==> src/rtl/spi_flash_responder_pkg.sv <==
// Shared opcodes, frame lengths and state encoding for the SPI flash read-path responder.
package spi_flash_responder_pkg;

  localparam logic [7:0] OP_READ = 8'h03;
  localparam logic [7:0] OP_WAKE = 8'hAB;

  localparam int CMD_BITS  = 8;
  localparam int ADDR_BITS = 24;

  typedef enum logic [2:0] {
    IDLE,
    CMD,
    ADDR,
    DATA,
    IGNORE
  } state_e;

endpackage

==> src/rtl/spi_flash_responder_edge_sync.sv <==
// Synchroniser and SCLK edge detector for SPI target inputs; edge pulses are one clk wide.
module spi_edge_sync #(
  parameter int SYNC_STAGES = 2
) (
  input  logic clk,
  input  logic reset_n,
  input  logic spi_cs,
  input  logic spi_sclk,
  input  logic spi_mosi,
  output logic cs_n,
  output logic mosi,
  output logic sclk_rise,
  output logic sclk_fall
);

  logic [SYNC_STAGES-1:0] cs_q;
  logic [SYNC_STAGES-1:0] sclk_q;
  logic [SYNC_STAGES-1:0] mosi_q;
  logic                   sclk_prev_q;

  // Chains reset to the bus idle levels: deselected, clock low.
  always_ff @(posedge clk or negedge reset_n) begin
    if (!reset_n) begin
      cs_q        <= '1;
      sclk_q      <= '0;
      mosi_q      <= '0;
      sclk_prev_q <= 1'b0;
    end else begin
      cs_q        <= {cs_q[SYNC_STAGES-2:0], spi_cs};
      sclk_q      <= {sclk_q[SYNC_STAGES-2:0], spi_sclk};
      mosi_q      <= {mosi_q[SYNC_STAGES-2:0], spi_mosi};
      sclk_prev_q <= sclk_q[SYNC_STAGES-1];
    end
  end

  assign cs_n      = cs_q[SYNC_STAGES-1];
  assign mosi      = mosi_q[SYNC_STAGES-1];
  assign sclk_rise = sclk_q[SYNC_STAGES-1] & ~sclk_prev_q;
  assign sclk_fall = ~sclk_q[SYNC_STAGES-1] & sclk_prev_q;

endmodule

==> src/rtl/spi_flash_responder.sv <==
// SPI mode-0 target emulating a serial flash read path (READ 0x03) backed by a synchronous byte memory.
module spi_flash_responder
  import spi_flash_responder_pkg::*;
#(
  parameter int ADDR_W      = 16,
  parameter int SYNC_STAGES = 2
) (
  input  logic              clk,
  input  logic              reset_n,
  input  logic              spi_cs,
  input  logic              spi_sclk,
  input  logic              spi_mosi,
  output logic              spi_miso,
  output logic              spi_miso_oe,
  output logic              mem_rd,
  output logic [ADDR_W-1:0] mem_addr,
  input  logic [7:0]        mem_rdata,
  output logic              active
);

  localparam int SW = $clog2(SYNC_STAGES + 1) + 1;
  localparam logic [SW-1:0] SETTLED = SW'(SYNC_STAGES);

  logic cs_n_s, mosi_s, sclk_rise_s, sclk_fall_s;

  spi_edge_sync #(.SYNC_STAGES(SYNC_STAGES)) u_sync (
    .clk       (clk),
    .reset_n   (reset_n),
    .spi_cs    (spi_cs),
    .spi_sclk  (spi_sclk),
    .spi_mosi  (spi_mosi),
    .cs_n      (cs_n_s),
    .mosi      (mosi_s),
    .sclk_rise (sclk_rise_s),
    .sclk_fall (sclk_fall_s)
  );

  state_e            state_q;
  logic [22:0]       shift_q;
  logic [4:0]        bit_cnt_q;
  logic [2:0]        bit_idx_q;
  logic [7:0]        out_byte_q;
  logic              miso_q, oe_q, mem_rd_q, rd_dly_q, active_q, armed_q;
  logic [ADDR_W-1:0] mem_addr_q;
  logic [SW-1:0]     settle_q;

  always_ff @(posedge clk or negedge reset_n) begin
    if (!reset_n) begin
      state_q    <= IDLE;
      shift_q    <= '0;
      bit_cnt_q  <= '0;
      bit_idx_q  <= '0;
      out_byte_q <= '0;
      miso_q     <= 1'b0;
      oe_q       <= 1'b0;
      mem_rd_q   <= 1'b0;
      rd_dly_q   <= 1'b0;
      active_q   <= 1'b0;
      armed_q    <= 1'b0;
      mem_addr_q <= '0;
      settle_q   <= '0;
    end else begin
      mem_rd_q <= 1'b0;
      rd_dly_q <= mem_rd_q;
      if (settle_q != SETTLED) settle_q <= settle_q + 1'b1;
      // Read data lands the cycle after the strobe; dropped once deselected.
      if (rd_dly_q && state_q == DATA) out_byte_q <= mem_rdata;

      if (state_q != IDLE && cs_n_s) begin
        state_q  <= IDLE;
        active_q <= 1'b0;
        oe_q     <= 1'b0;
        miso_q   <= 1'b0;
      end else begin
        case (state_q)
          IDLE: begin
            // A CS already low when reset is released must go high before it counts.
            if (cs_n_s && settle_q == SETTLED) armed_q <= 1'b1;
            if (!cs_n_s && armed_q) begin
              state_q   <= CMD;
              bit_cnt_q <= '0;
              active_q  <= 1'b1;
            end
          end
          CMD: if (sclk_rise_s) begin
            shift_q   <= {shift_q[21:0], mosi_s};
            bit_cnt_q <= bit_cnt_q + 1'b1;
            if (bit_cnt_q == 5'(CMD_BITS - 1)) begin
              bit_cnt_q <= '0;
              case ({shift_q[6:0], mosi_s})
                OP_READ: state_q <= ADDR;
                OP_WAKE: state_q <= IGNORE;
                default: state_q <= IGNORE;
              endcase
            end
          end
          ADDR: if (sclk_rise_s) begin
            shift_q   <= {shift_q[21:0], mosi_s};
            bit_cnt_q <= bit_cnt_q + 1'b1;
            if (bit_cnt_q == 5'(ADDR_BITS - 1)) begin
              mem_addr_q <= ADDR_W'({shift_q, mosi_s});
              mem_rd_q   <= 1'b1;
              bit_idx_q  <= 3'd7;
              state_q    <= DATA;
            end
          end
          DATA: if (sclk_fall_s) begin
            oe_q      <= 1'b1;
            miso_q    <= out_byte_q[bit_idx_q];
            bit_idx_q <= bit_idx_q - 1'b1;
            // Last bit is out: prefetch the next byte well before its first fall.
            if (bit_idx_q == 3'd0) begin
              mem_addr_q <= mem_addr_q + 1'b1;
              mem_rd_q   <= 1'b1;
            end
          end
          IGNORE: begin
            oe_q   <= 1'b0;
            miso_q <= 1'b0;
          end
          default: state_q <= IDLE;
        endcase
      end
    end
  end

  assign spi_miso    = miso_q;
  assign spi_miso_oe = oe_q;
  assign mem_rd      = mem_rd_q;
  assign mem_addr    = mem_addr_q;
  assign active      = active_q;

endmodule

==> config.mk <==
export PLATFORM = sky130hd
export DESIGN_NAME = spi_flash_responder
export DESIGN_NICKNAME = d
export VERILOG_FILES = /design/src/rtl/spi_flash_responder_pkg.sv /design/src/rtl/spi_flash_responder_edge_sync.sv /design/src/rtl/spi_flash_responder.sv
export SDC_FILE = /design/constraint.sdc
export NUM_CORES = 1
export LEC_CHECK = 0
export CAP_MARGIN = 10
export CORE_MARGIN = 4
export CORE_UTILIZATION = 55
export CTS_CLUSTER_SIZE = 14
export DETAILED_ROUTE_END_ITERATION = 16
export PLACE_DENSITY_LB_ADDON = 0.08
export REMOVE_ABC_BUFFERS = 1
export SLEW_MARGIN = 20
export SYNTH_ARGS = -nofsm -noshare
export SYNTH_HDL_FRONTEND = slang
export SYNTH_SLANG_ARGS = --single-unit
==> constraint.sdc <==
create_clock -name clk -period 6.09 [get_ports clk]
set_clock_uncertainty 0.1 [all_clocks]
set_input_delay 0.9135 -clock clk [delete_from_list [all_inputs] [get_ports clk]]
set_output_delay 0.9135 -clock clk [all_outputs]
set_load 0.02 [all_outputs]
==> flow_metrics.tcl <==
set metrics [dict create \
    status "finished clean" \
    fin_nets 342 \
    vdd_ir_drop_max_mv 0.172 \
    die_h_um 85.4 \
    min_from "u_sync.sclk_q[0]" \
    r2r_cells 4 \
    synth_cells 297 \
    grt_overflow 0 \
    cts-htree-levels 3 \
    wl_mm 6.64 \
    hold_class "reg -> reg" \
    end_kind "flop" \
    portBuffers 32 \
    clockBufferDepth 2 \
    min_path_cells 0 \
    slew_headroom 0.369 \
    cts-root-buf "clkbuf_8" \
    dieWidth_um 85.4 \
    final-setup-viol-count 0 \
    drive_above_1_share 0.165 \
    wl_per_cell_um 16.6 \
    finalHoldViolCount 0 \
    antenna_found_initial 0 \
    clkPwrFrac 0.426 \
    synth_edf_count 0 \
    drt_iter0_markers 134 \
    tns_ps 0 \
    rows 27 \
    p_per_area_nw_per_um2 252 \
    switching_share 0.226 \
    tightest_slew_ps 942 \
    core_area_um2 5680 \
    r2r-start "state_q[0]" \
    grt_pass1_vias 2421 \
    rrSetupSlack_ps 3270 \
    hpwlAfterDp_mm 4.41 \
    ys_seq_area_frac 0.502 \
    ant_nets 0 \
    drc 0 \
    period_share 0.463 \
    final_cell_mix "dfrtp_1 (64), clkdlybuf4s50_1 (31), mux2_2 (25), nand2_1 (20), a2bb2oi_1 (14)" \
    r2r-end "mem_addr[2]" \
    place_inst 384 \
    io_pins 33 \
    p_leak_nw 1.61 \
    clk-insertion-delay-late_ps 340 \
    combPwrFrac 0.073 \
    die_area_um2 7300 \
    p_switching_mw 0.219 \
    ys_types 52 \
    n_antenna_cell 0 \
    syn_avg_cell_area_um2 11.1 \
    cts_resized 0 \
    total_power_mw 0.967 \
    synth-seq-cells 66 \
    firstDrtPassIters 4 \
    synthArstFlopShare 1.00 \
    gp_congestion 0.825 \
    required_ps 6160 \
    synthFlopType "dfrtp_1" \
    grt_usage 0.198 \
    p_int_mw 0.749 \
    rsz0062_at_grt "no" \
    grt_max_degree 67 \
    cts_tree "done" \
    clkSlewWorstSetupHoldPaths_ps 70 \
    area_delta_synth_final_pct 16.3 \
    fin_cells 399 \
    via_per_inst 6.12 \
    cp_max_fo 26 \
    start_kind "flop" \
    cts_hold_buffers 0 \
    fin_util 0.676 \
    max_clock_freq_ghz 0.354 \
    seqPwrFrac 0.501 \
    grt_pass1_wl_mm 11.6 \
    maxSlewViolCount 0 \
    min_to "u_sync.sclk_q[1]" \
    yosys_warnings 0 \
    finalCriticalPeriod_ps 2820 \
    crit_arrival_ps 2900 \
    vias 2443 \
    layout_commonest_cell "dfrtp_1" \
    cts_buffers 9 \
    postCtsSetupRepairBufs 0 \
    start_util 0.581 \
    maxCapViolations 0 \
    path_class "reg -> reg" \
    cts.sink_count 66 \
    netlist_area_um2 3300 \
]
[cells in the mapped netlist (all sizes together), types with 3 or more instances]
library cell  count  area share
a31oi             8       0.015
clkbuf            6      0.0068
nand2            20       0.023
o21ai            13       0.020
nand4             6       0.011
o31ai             3      0.0083
mux2i             3      0.0091
dfrtp            64        0.49
and3              3      0.0057
buf              13       0.024
a2bb2oi          14       0.037
nand2b            3      0.0057
a211oi            6       0.021
mux2             25       0.085
nor3             12       0.018
ha                6       0.023
nor2b             3      0.0057
inv               9       0.010
and4              3      0.0080
nand3b            5       0.011
nor2              9       0.010
a21oi             7       0.012
nand3            12       0.018
o22ai            10       0.019
[metrics by stage]
step,area (um2),setup WS (ps),hold slack (ps)
2_1_floorplan,3200,3800,231
3_3_place_gp,3620,3340,232
3_5_place_dp,3620,3300,237
4_1_cts,3830,3300,251
5_1_grt,3830,3100,262
6_report,3830,3270,248
[final cells by class]
cell class | count | area, um2
flip-flops and latches | 66 | 1650
clock buffers | 13 | 159
fillers | 445 | 1840
repair buffers | 34 | 330
multi-input cells | 203 | 1510
well taps | 72 | 90.1
inverters | 9 | 33.8
clock inverters | 2 | 60.1
[power groups by stage]
stage                     Sequential, mW  Combinational (mW)  Clock [mW]
final                              0.485              0.0710       0.412
after global routing               0.489              0.0819       0.444
after CTS                          0.484              0.0726       0.418
after detailed placement           0.493              0.0721           0
after global placement             0.491              0.0700           0
after floorplan                    0.486              0.0438           0
[critical path: stages (launching register included)]
cell	delay, ps
dfrtp_1	500
or3b_1	410
a211o_1	630
nor2_1	860
a2bb2oi_1	150
[logic make-up (layout without fill, tap and decap cells)]
| group | Yosys count | in the layout | share of synthesized area |
|---|---|---|---|
| XOR/XNOR | 1 | 1 | 0.00266 |
| adder cells (fa/ha/maj) | 6 | 6 | 0.0228 |
| buffers and inverters | 28 | 58 | 0.0410 |
| AO/OA/AOI/OAI | 71 | 71 | 0.159 |
| multiplexers | 30 | 30 | 0.108 |
| flip-flops | 66 | 66 | 0.502 |
| AND/OR/NAND/NOR | 95 | 95 | 0.165 |
[layer usage]
layer,global-route usage,up-vias,wire (um)
met2,0.314,50,3150
met1,0.267,1209,3080
met4,0.0619,0,108
met5,0,-,0
li1,-,1173,-
met3,0.0505,11,299
[worst max-delay path by stage]
stage / cells past startpoint / to / start / slack [ps]
final: 4 / mem_addr[2] / state_q[0] / 3270
after global routing: 4 / mem_addr[4] / state_q[0] / 3100
after CTS: 4 / mem_addr[15] / state_q[0] / 3300
after detailed placement: 4 / mem_addr[15] / state_q[0] / 3300
after global placement: 4 / mem_addr[3] / state_q[0] / 3340
after floorplan: 4 / mem_addr[10] / state_q[0] / 3800
[registers in the layout, indices dropped and copies added (netlist names), 3 cells and up]
signal      count
mem_addr       16
bit_cnt_q       5
shift_q        15
out_byte_q      8
settle_q        3
bit_idx_q       3
state_q         3
No activity file was read; power rests on OpenSTA's default activity.
